## src/rtl/axi_lite_pkg.sv

```systemverilog
// axi_lite_pkg: state encoding and response codes shared by the AXI4-Lite master blocks
package axi_lite_pkg;
  typedef enum logic [2:0] {
    S_IDLE  = 3'd0,
    S_WADDR = 3'd1,
    S_WRESP = 3'd2,
    S_RADDR = 3'd3,
    S_RDATA = 3'd4,
    S_DONE  = 3'd5
  } state_t;
  localparam logic [1:0] OKAY         = 2'b00;
  localparam logic [1:0] SLVERR       = 2'b10;
  localparam logic [1:0] DECERR       = 2'b11;
  localparam logic [1:0] RESP_TIMEOUT = 2'b11;
endpackage

```

## src/rtl/axil_watchdog.sv

```systemverilog
// axil_watchdog: per-transaction cycle counter that flags expiry after TIMEOUT enabled cycles
module axil_watchdog #(
  parameter int TIMEOUT = 255
) (
  input  logic clock,
  input  logic reset,
  input  logic clear,
  input  logic enable,
  output logic expired
);
  localparam int W = TIMEOUT > 0 ? $clog2(TIMEOUT + 1) : 1;
  logic [W-1:0] cnt_q, cnt_d;
  always_comb cnt_d = clear ? '0 : enable ? cnt_q + W'(1) : cnt_q;
  // fires on the cycle that would make the count reach TIMEOUT, so the abort lands exactly then
  assign expired = (TIMEOUT != 0) && enable && (cnt_q == W'(TIMEOUT - 1));
  always_ff @(posedge clock)
    if (reset) cnt_q <= '0;
    else cnt_q <= cnt_d;
endmodule

```

## src/rtl/axil_single_master.sv

```systemverilog
// axil_single_master: one-transaction-at-a-time AXI4-Lite master with watchdog abort
module axil_single_master
  import axi_lite_pkg::*;
#(
  parameter int ADDR_W  = 32,
  parameter int TIMEOUT = 255
) (
  input  logic              clock,
  input  logic              reset,
  input  logic              start,
  input  logic              write,
  input  logic [ADDR_W-1:0] addr,
  input  logic [31:0]       wdata,
  output logic              busy,
  output logic              done,
  output logic [31:0]       rdata,
  output logic [1:0]        resp,
  output logic              AWvalid,
  input  logic              AWready,
  output logic [ADDR_W-1:0] AWaddr,
  output logic              Wvalid,
  input  logic              Wready,
  output logic [31:0]       Wdata,
  input  logic              Bvalid,
  output logic              Bready,
  input  logic [1:0]        Bresp,
  output logic              ARvalid,
  input  logic              ARready,
  output logic [ADDR_W-1:0] ARaddr,
  input  logic              Rvalid,
  output logic              Rready,
  input  logic [31:0]       Rdata,
  input  logic [1:0]        Rresp
);
  state_t state_q, state_d;
  logic aw_valid_q, aw_valid_d, w_valid_q, w_valid_d, ar_valid_q, ar_valid_d;
  logic [ADDR_W-1:0] aw_addr_q, aw_addr_d, ar_addr_q, ar_addr_d;
  logic [31:0] w_data_q, w_data_d, rdata_q, rdata_d;
  logic [1:0] resp_q, resp_d;
  logic wd_clear, wd_enable, expired;
  assign wd_clear  = (state_q == S_IDLE) && start;
  assign wd_enable = state_q inside {S_WADDR, S_WRESP, S_RADDR, S_RDATA};
  axil_watchdog #(.TIMEOUT(TIMEOUT)) u_watchdog (
    .clock   (clock),
    .reset   (reset),
    .clear   (wd_clear),
    .enable  (wd_enable),
    .expired (expired)
  );
  always_comb begin
    state_d    = state_q;
    aw_valid_d = aw_valid_q;
    w_valid_d  = w_valid_q;
    ar_valid_d = ar_valid_q;
    aw_addr_d  = aw_addr_q;
    ar_addr_d  = ar_addr_q;
    w_data_d   = w_data_q;
    rdata_d    = rdata_q;
    resp_d     = resp_q;
    case (state_q)
      S_IDLE: if (start) begin
        state_d    = write ? S_WADDR : S_RADDR;
        aw_valid_d = write;
        w_valid_d  = write;
        ar_valid_d = !write;
        aw_addr_d  = write ? addr : aw_addr_q;
        w_data_d   = write ? wdata : w_data_q;
        ar_addr_d  = write ? ar_addr_q : addr;
      end
      S_WADDR: begin
        // AW and W complete independently; leave only once both have handshaken
        aw_valid_d = aw_valid_q && !AWready;
        w_valid_d  = w_valid_q && !Wready;
        state_d    = (aw_valid_d || w_valid_d) ? S_WADDR : S_WRESP;
      end
      S_WRESP: if (Bvalid) begin
        resp_d  = Bresp;
        state_d = S_DONE;
      end
      S_RADDR: if (ARready) begin
        ar_valid_d = 1'b0;
        state_d    = S_RDATA;
      end
      S_RDATA: if (Rvalid) begin
        rdata_d = Rdata;
        resp_d  = Rresp;
        state_d = S_DONE;
      end
      S_DONE: state_d = S_IDLE;
      default: begin
        state_d    = S_IDLE;
        aw_valid_d = 1'b0;
        w_valid_d  = 1'b0;
        ar_valid_d = 1'b0;
      end
    endcase
    if (expired) begin
      state_d    = S_DONE;
      aw_valid_d = 1'b0;
      w_valid_d  = 1'b0;
      ar_valid_d = 1'b0;
      resp_d     = RESP_TIMEOUT;
    end
  end
  always_ff @(posedge clock)
    if (reset) begin
      state_q    <= S_IDLE;
      aw_valid_q <= 1'b0;
      w_valid_q  <= 1'b0;
      ar_valid_q <= 1'b0;
      aw_addr_q  <= '0;
      ar_addr_q  <= '0;
      w_data_q   <= '0;
      rdata_q    <= '0;
      resp_q     <= OKAY;
    end else begin
      state_q    <= state_d;
      aw_valid_q <= aw_valid_d;
      w_valid_q  <= w_valid_d;
      ar_valid_q <= ar_valid_d;
      aw_addr_q  <= aw_addr_d;
      ar_addr_q  <= ar_addr_d;
      w_data_q   <= w_data_d;
      rdata_q    <= rdata_d;
      resp_q     <= resp_d;
    end
  assign busy    = state_q != S_IDLE;
  assign done    = state_q == S_DONE;
  assign Bready  = state_q == S_WRESP;
  assign Rready  = state_q == S_RDATA;
  assign AWvalid = aw_valid_q;
  assign Wvalid  = w_valid_q;
  assign ARvalid = ar_valid_q;
  assign AWaddr  = aw_addr_q;
  assign ARaddr  = ar_addr_q;
  assign Wdata   = w_data_q;
  assign rdata   = rdata_q;
  assign resp    = resp_q;
endmodule

```

## config.mk

```make
export PLATFORM = sky130hd
export DESIGN_NAME = axil_single_master
export DESIGN_NICKNAME = d
export VERILOG_FILES = /design/src/rtl/axi_lite_pkg.sv /design/src/rtl/axil_watchdog.sv /design/src/rtl/axil_single_master.sv
export SDC_FILE = /design/constraint.sdc
export NUM_CORES = 1
export LEC_CHECK = 0
export ABC_AREA = 1
export CORE_ASPECT_RATIO = 1.1
export CORE_MARGIN = 5
export CORE_UTILIZATION = 42
export CTS_CLUSTER_DIAMETER = 150
export DETAILED_ROUTE_END_ITERATION = 10
export HOLD_SLACK_MARGIN = 0.06
export PLACE_DENSITY = 0.8
export SLEW_MARGIN = 20
export SYNTH_ARGS = -nofsm -noshare
export SYNTH_HDL_FRONTEND = slang
export SYNTH_SLANG_ARGS = --single-unit
export TNS_END_PERCENT = 100
```

## constraint.sdc

```tcl
create_clock -name clock -period 1.6 [get_ports clock]
set_clock_uncertainty 0.05 [all_clocks]
set_input_delay 0.24 -clock clock [delete_from_list [all_inputs] [get_ports clock]]
set_output_delay 0.24 -clock clock [all_outputs]
set_load 0.005 [all_outputs]
```

==> reports/metrics.csv, run 1 <==
metric,value,unit
status,"finished, final reports clean",
maximum_number_of_pins_on_one_net_before_global_route_repair,67,
clk_latency,0.41,ns
leakage,4.34,nW
cpMaxStageDelayCell,clkdlybuf4s50_1,
post-route-util,70.5,%
cap_violations,0,
crit_path_cell_trace,clkdlybuf4s50_1,
total_power,0.0131,W
cts_tree,built,
yosys.cell_count.top_type,dfxtp_1,
cts_inserted_buffers,17,
finalCriticalPeriod,1.57,ns
hold_path_class,in2reg,
wire_length_of_the_first_global_routing_pass,27.8,mm
timing.critical_path.required,1.31,ns
post_synth_num_cell_types,26,
globalRoute.totalOverflow,0,
design.portCount,246,
setup_slack,0.0336,ns
netlist_area,5610,sq um
post_synth_inst_count,729,
netlist.area_leader.share,51.3,%
critical_path_class,reg2out,
grt_antenna_before_repair,0,
synth_warnings,0,
detail_route.first_pass.iterations,4,
grt_pass1_vias,5497,
cts_buffer_depth,2,
nNetsFinal,1100,
clkSlewWorstSetupHoldPaths,0.06,ns
synth_to_layout_area_growth,65.3,%
critical_path.startpoint,rdata[11],
post_route_non_filler_standard_cell_count,1163,
final-max-slew-violation-count,0,
initial_core_util,42.7,%
wl_per_cell,15.2,um
hold_violations,0,
timing.critical_path.max_delay_family,buffers and inverters,
core_region_area,13200,sq um
iteration_0_drc_markers,222,
placementRows,44,
vias_per_cell,4.95,
synth_async_sr_flop_share,0,%
cellPowerDensity,1410,nW/um^2
cts.htree.levels,4,
io_buffers,245,
postSynthAreaPerCell,7.70,sq um
groute.usage.overall,21.7,%
post_route_cells_drive_above_1_share,11.1,%
n_antenna_cell,0,
dp_hpwl,12.7,mm
cts_hold_repair.buffers,0,
remaining_drc_errors,0,
final.period_utilization,97.9,%
synth_enable_flop_cells,0,
critical_path.endpoint_type,output pin,
placedCellCount,1127,
number_of_synthesized_register_bits,144,
postSynthNetCount,840,
setup_violators_final,0,
wl,17.7,mm
die_y,131,um
cts.sinks,144,
ir_drop,869,uV
gp_congestion,0.878,
biggest_fanout_along_the_worst_timing_path,2,
critical-path-max-stage-delay,0.52,ns
setup_tns,0,ns
maxClockFrequency,638,MHz
crit-reg2reg-launch,state_q[0],
dpl_ws,-0.113,ns
seq_area_frac_synth,51.3,%
ant_nets,0,
yosys.area.top_type,dfxtp_1,
floorplan.die_area,15800,sq um
hold_start,reset,
path_buf_inv,1,
dr_total_vias,5760,
top_cells_by_instance_count_after_synthesis,"dfxtp_1, a21oi_1, nand2_1, inv_1, nand3_1",
maxSlewHeadroom,51.7,%
cts_root_buffer,clkbuf_16,
start_kind,flop,
worst_slew_pin_slew,0.725,ns
post_synth_main_area_contributors,"dfxtp_1, a21oi_1, nand2_1",
dieWidth,120,um
postSynth.topFlopCell,dfxtp_1,
arrival_time_of_the_worst_setup_path,1.28,ns
## power by group
group	leakage (nW)	switching (W)	total, W	internal [W]
clock	0.313	0.00151	0.00426	0.00274
combinational	2.85	0.00203	0.00426	0.00222
sequential	1.18	0.000367	0.00458	0.00421
total	4.34	0.00391	0.0131	0.00918
## repair_timing
| item | CTS | global route |
|---|---|---|
| buffers inserted | 3 | 1 |
| setup endpoints to repair | 27 | 59 |
| pin swaps | 5 | 2 |
| gates resized for setup | 30 | 59 |
| endpoints found under the hold margin | 0 | 0 |
## stage by stage
stage               hold WS (ns)  instance area (sq um)
CTS                       0.0648                   9150
detailed placement         0.384                   8470
global placement           0.380                   8470
global route              0.0753                   9280
finish                    0.0702                   9280
floorplan                  0.354                   5610
## logic make-up (layout without fill, tap and decap cells)
family                   after synthesis  after routing  synth area share (%)
XOR/XNOR                               2              2                 0.312
AND/OR/NAND/NOR                      228            228                  18.2
adder cells (fa/ha/maj)                2              2                 0.446
flip-flops                           144            144                  51.3
AO/OA/AOI/OAI                        212            212                  19.0
buffers and inverters                141            414                  10.6
## registers in the layout, indices dropped and copies added (netlist names)
signal	flops
ARaddr	32
ARvalid	1
AWaddr	32
AWvalid	1
Wdata	32
Wvalid	1
rdata	32
resp	2
state_q	3
u_watchdog.cnt_q	8
## placed cells by master (no fill, tap or decap), drive strengths merged, types with 3 or more instances in the layout
cell type      synthesis  routed
clkdlybuf4s50          0     184
dfxtp                144     144
a21oi                140     140
nand2                123     123
inv                   90      92
nand3                 84      84
o21ai                 69      69
buf                   30      49
dlymetal6s2s           0      48
clkbuf                21      22
nor2                  13      13
dlygate4sd2            0       8
bufinv                 0       4
clkinv                 0       4
nor3                   3       3
nand3b                 3       3
## routing by layer
metal  track usage (%)  vias up  part of all wire (%)  wire (um)
li1                  -     2915                     -          -
met1              24.4     2619                    41       7160
met2              38.3      197                    50       8780
met3              7.22       29                   7.7       1360
met4              7.49        0                   2.1        374
met5                 0        -                     0          0
## path summary, 6_finish.rpt
kind,depth (start not counted),slack (ns),endpoint
max,1,0.03,rdata[11]
max reg2reg,8,0.07,Wdata[25]
min,4,0.07,resp[0]
min reg2reg,2,0.39,Wdata[31]
## layout make-up
class | count | area, sq um
multi-input cells | 444 | 2160
flip-flops and latches | 144 | 2900
clock inverters | 12 | 180
repair buffers | 292 | 3030
clock buffers | 20 | 467
well taps | 161 | 201
inverters | 90 | 338
fillers | 1026 | 3880
(Power assumes the default switching activity.)
==> run 2, diff against run 1 <==
Settings changed: CAP_MARGIN from default to 20, SKIP_LAST_GASP from default to 1.
==> run 2 against run 1 <==
  * Combinational power about the same
  * Die area unchanged
  * Setup slack about the same
  * First-iteration DRC count down 5.9%
  * Sequential cell count unchanged
  * Sequential share of layout area about the same
  * Final cell count unchanged
  * Register-to-register slack about the same
  * Count of clock-buffer cells in the layout unchanged
  * Power about the same
  * Largest cell class unchanged
  * Largest power group unchanged
==> reports/metrics.csv, run 2 (synthesized netlist as in run 1, its figures left out) <==
metric,value,unit,change
status,"finished, final reports clean",,
io_buffers,245,,unchanged
final-max-slew-violation-count,0,,unchanged
hold_end,resp[0],,
wl_per_cell,15.2,um,+0.11%
cts.sinks,144,,unchanged
ir_drop,870,uV,+0.16%
dp_hpwl,12.7,mm,unchanged
timing.reg2reg.worst_path_depth,8,,unchanged
cts_inserted_buffers,17,,unchanged
leakage,4.34,nW,about the same
globalRoute.totalOverflow,0,,unchanged
maxSlewHeadroom,51.0,%,-0.64 points
cpMaxStageDelayCell,clkdlybuf4s50_1,,
setup_slack_on_the_worst_flop_to_flop_path,0.08,ns,about the same
crit_path_cell_trace,clkdlybuf4s50_1,,
grt_antenna_before_repair,0,,unchanged
initial_core_util,42.7,%,unchanged
synth_to_layout_area_growth,65.3,%,about the same
setup_tns,0,ns,unchanged
iteration_0_drc_markers,209,,-5.9%
critical_path.startpoint,rdata[11],,
groute.usage.overall,21.7,%,unchanged
cellPowerDensity,1410,nW/um^2,about the same
grt_pass1_vias,5497,,unchanged
maximum_number_of_pins_on_one_net_before_global_route_repair,67,,unchanged
cap_violations,0,,unchanged
gp_congestion,0.878,,unchanged
arrival_time_of_the_worst_setup_path,1.28,ns,about the same
cts_hold_repair.buffers,0,,unchanged
clkSlewWorstSetupHoldPaths,0.06,ns,about the same
timing.critical_path.max_delay_family,buffers and inverters,,
ant_nets,0,,unchanged
mostFrequentLayoutCell,clkdlybuf4s50_1,,
critical-path-max-stage-delay,0.52,ns,about the same
grt_setup_unrepaired,true,,
cts.htree.levels,4,,unchanged
crit-reg2reg-launch,state_q[0],,
hold_violations,0,,unchanged
post-route-util,70.5,%,about the same
n_antenna_cell,0,,unchanged
path_buf_inv,1,,unchanged
critical_path_class,reg2out,,
vias_per_cell,4.95,,about the same
nNetsFinal,1100,,unchanged
wire_length_of_the_first_global_routing_pass,27.8,mm,unchanged
hold_path_class,in2reg,,
maxClockFrequency,638,MHz,about the same
die_y,131,um,unchanged
cts_buffer_depth,2,,unchanged
detail_route.first_pass.iterations,4,,unchanged
wl,17.7,mm,+0.11%
finalCriticalPeriod,1.57,ns,+0.000165 ns
setup_violators_final,0,,unchanged
multi_input_comb_area,2160,sq um,-0.12%
final.period_utilization,97.9,%,about the same
critical_path.endpoint_type,output pin,,
clk_latency,0.41,ns,about the same
core_region_area,13200,sq um,unchanged
remaining_drc_errors,0,,unchanged
cts_tree,built,,
dpl_ws,-0.113,ns,unchanged
crit-reg2reg-capture,Wdata[25],,
cts_root_buffer,clkbuf_16,,
setup_slack,0.0334,ns,-0.000165 ns
hold_start,reset,,
mostFrequentLayoutCells,"clkdlybuf4s50_1, a21oi_1, dfxtp_1, nand2_1, inv_1",,
floorplan.die_area,15800,sq um,unchanged
biggest_fanout_along_the_worst_timing_path,2,,unchanged
regArea,2900,sq um,unchanged
start_kind,flop,,
timing.critical_path.required,1.31,ns,about the same
dieWidth,120,um,unchanged
design.portCount,246,,unchanged
min_path_cells,4,,unchanged
dr_total_vias,5756,,-0.069%
fillerInstances,1027,,+0.097%
placementRows,44,,unchanged
post_route_cells_drive_above_1_share,11.0,%,-0.10 points
worst_slew_pin_slew,0.735,ns,+0.00955 ns
## run 2: changes by cell type in the layout (fill, tap and decap cells not counted)
cell     change
nand2_1      +1
nand2_2      -1
## run 2: metal layers
| layer | up-vias | routed length [um] | track usage (%) |
|---|---|---|---|
| met1 | 2624 | 7200 | 24.4 |
| met5 | - | 0 | 0 |
| met2 | 190 | 8760 | 38.3 |
| met4 | 0 | 373 | 7.49 |
| li1 | 2913 | - | - |
| met3 | 29 | 1360 | 7.22 |
## run 2: how the worst max path moves through the flow
stage / cells past startpoint / slack, ns / to
after floorplan: 9 / 0.20 / AWaddr[10]
after CTS: 1 / 0.001 / Wdata[21]
after detailed placement: 7 / -0.11 / state_q[2]
after global placement: 8 / -0.09 / state_q[1]
after global routing: 5 / -0.04 / done
final: 1 / 0.03 / rdata[11]
## run 2: final cells by class
cell class	count	share of cell area, %
clock buffer	20	5.03
clock inverter	12	1.94
inverter	90	3.64
multi-input combinational	444	23.2
sequential	144	31.3
tap	161	2.17
timing repair buffer	292	32.7
## run 2: per-stage QoR
step	power, W	cells	hold slack (ns)	area [sq um]
after global routing	0.0138	1163	0.0753	9280
after floorplan	0.00645	729	0.354	5610
after detailed placement	0.00888	1127	0.384	8470
final	0.0131	1163	0.0710	9280
after global placement	0.00880	1127	0.380	8470
after CTS	0.0132	1162	0.0648	9150
## run 2: worst register-to-register path, delay by kind of cell (launching register included)
| kind | cells | cell delay, ns |
|---|---|---|
| AOI/OAI and AO/OA | 2 | 0.21 |
| and+or+nand+nor | 3 | 0.36 |
| buffers and inverters | 3 | 0.44 |
| DFF | 1 | 0.37 |
## run 2: report_power, final
part | internal [W] | total (W) | switching [W] | leakage, nW
Clock | 0.00274 | 0.00425 | 0.00151 | 0.313
Combinational | 0.00223 | 0.00425 | 0.00203 | 2.85
Sequential | 0.00421 | 0.00458 | 0.000367 | 1.18
## run 2: repair_timing
action / in CTS / in global routing
buffers inserted: 3 / 1
pin swaps: 5 / 1
endpoints found under the setup margin: 27 / 59
resized for setup: 30 / 58
==> run 3, diff against run 2 <==
Settings changed: CORE_UTILIZATION 42 to 45, DONT_BUFFER_PORTS from default to 1, PLACE_DENSITY 0.8 to default.
==> run 3 against run 2 <==
  * The flow now finishes with violations (negative hold slack)
  * Utilization shrank 12 points
  * Global-route usage shrank 0.99 points
  * Clock power shrank 3%
  * Non-clock buffer count shrank 205
  * Via count shrank 14%
  * Combinational power shrank 39%
  * First-iteration DRC count grew 38%
  * Final cell count shrank 18%
==> reports/metrics.csv, run 3 (synthesized netlist as in run 1, its figures left out) <==
metric,value,unit,change
status,"finished, violations left",,
violations,negative hold slack,,
placedCellCount,853,,-24%
finalCriticalPeriod,1.56,ns,-0.0105 ns
final-max-slew-violation-count,0,,unchanged
cts_buffer_depth,2,,unchanged
pwr-share-clk,35.9,%,+3.4 points
grt_setup_unrepaired,true,,
detail_route.first_pass.iterations,5,,+1
start_kind,flop,,
hold_violations,66,,+66
grt_antenna_before_repair,0,,unchanged
post_route_cells_drive_above_1_share,8.79,%,-2.2 points
wire_length_of_the_first_global_routing_pass,24.6,mm,-12%
vias_per_cell,5.20,,+5.1%
maxClockFrequency,643,MHz,+0.68%
die_y,127,um,-3.1%
worst_slew_pin_slew,0.318,ns,-0.417 ns
maxSlewHeadroom,78.7,%,+28 points
gp_congestion,0.863,,-1.7%
mostFrequentLayoutCell,dfxtp_1,,
post-route-util,58.3,%,-12 points
io_buffers,0,,-100%
mostFrequentLayoutCells,"dfxtp_1, a21oi_1, nand2_1, inv_1, nand3_1",,
netSwitchingFraction,32.3,%,+2.5 points
globalRoute.totalOverflow,0,,unchanged
design.portCount,246,,unchanged
wl,16.1,mm,-8.8%
cts_tree,built,,
dpl_ws,0.0887,ns,+0.202 ns
power_switching,0.00370,W,-5.2%
cts_root_buffer,clkbuf_16,,
timing.hold.ws,-0.150,ns,-0.221 ns
setup_slack,0.0440,ns,+0.0105 ns
synth_to_layout_area_growth,26.0,%,
cts.htree.levels,4,,unchanged
comb_power_share,22.5,%,-10 points
wl_per_cell,17.0,um,+12%
placementRows,42,,-4.5%
critical_path.endpoint_type,output pin,,
ant_nets,0,,unchanged
dieWidth,116,um,-3.1%
cap_violations,0,,unchanged
grt_pass1_vias,4803,,-13%
min_path_cells,1,,-3
final.period_utilization,97.3,%,-0.66 points
cellInternalPower,0.00775,W,-16%
floorplan.die_area,14800,sq um,-6.1%
arrival_time_of_the_worst_setup_path,1.27,ns,about the same
cts_inserted_buffers,17,,unchanged
timing.reg2reg.worst_path_depth,7,,-1
leakage,2.67,nW,-38%
clk_latency,0.40,ns,about the same
cts_hold_repair.buffers,64,,+64
timing.critical_path.required,1.31,ns,about the same
biggest_fanout_along_the_worst_timing_path,15,,+13
maximum_number_of_pins_on_one_net_before_global_route_repair,68,,+1.5%
dr_total_vias,4947,,-14%
core_region_area,12100,sq um,-7.7%
dp_hpwl,10.8,mm,-15%
cts.sinks,144,,unchanged
setup_tns,0,ns,unchanged
groute.usage.overall,20.7,%,-0.99 points
critical_path_class,reg2out,,
initial_core_util,46.2,%,+3.6 points
cellPowerDensity,1620,nW/um^2,+15%
sequential_share_of_power,41.6,%,+6.6 points
iteration_0_drc_markers,289,,+38%
clkSlewWorstSetupHoldPaths,0.06,ns,about the same
setup_violators_final,0,,unchanged
ir_drop,723,uV,-17%
hold_path_class,in2reg,,
remaining_drc_errors,0,,unchanged
nNetsFinal,895,,-19%
post_route_non_filler_standard_cell_count,951,,-18%
[run 3: worst max-delay path, cell delays in order (launching register included)]
cell and delay (ns):
dfxtp_2 0.37, nor2_4 0.15, nand2_4 0.10, inv_4 0.10
buf_12 0.14
[run 3: metrics by stage]
stage | cell area (sq um) | power, W
floorplan | 5610 | 0.00645
global placement | 5750 | 0.00707
detailed placement | 5750 | 0.00714
CTS | 7060 | 0.0115
global route | 7070 | 0.0121
finish | 7070 | 0.0115
[run 3: final cells by class]
class / instances / area [sq um]
Antenna cell: 1 / 2.50
Clock buffer: 18 / 439
Clock inverter: 13 / 175
Fill cell: 1080 / 5070
Inverter: 90 / 340
Multi-Input combinational cell: 444 / 2150
Sequential cell: 144 / 2890
Tap cell: 154 / 193
Timing Repair Buffer: 87 / 880
[run 3: worst paths after layout]
path / from / to / slack [ns]
worst max-delay path: state_q[1] / Rready / 0.04
worst min register to register: Wdata[8] / Wdata[8] / 0.42
worst max register to register: state_q[1] / Wdata[13] / 0.12
worst min-delay path: reset / ARaddr[11] / -0.15
[run 3: metal layers]
metal | global-route usage, % | vias up | share of wire, %
met5 | 0 | - | 0
met4 | 7.17 | 0 | 1.4
met3 | 8.18 | 18 | 11
met2 | 34.5 | 217 | 48
met1 | 24.1 | 2216 | 39
li1 | - | 2496 | -
[run 3: power by group through the flow]
stage,registers (W),clock network (W),logic (W)
after floorplan,0.00460,0,0.00185
after global placement,0.00482,0,0.00225
after detailed placement,0.00482,0,0.00232
after CTS,0.00477,0.00418,0.00258
after global routing,0.00485,0.00436,0.00294
final,0.00477,0.00411,0.00258
[run 3: repair_timing]
action                                 CTS  global route
pin swaps                                2             2
endpoints found under the hold margin  130            66
setup endpoints to repair                3             5
gates resized for setup                  5             4
cloned                                   1             0
buffers inserted                         2             0
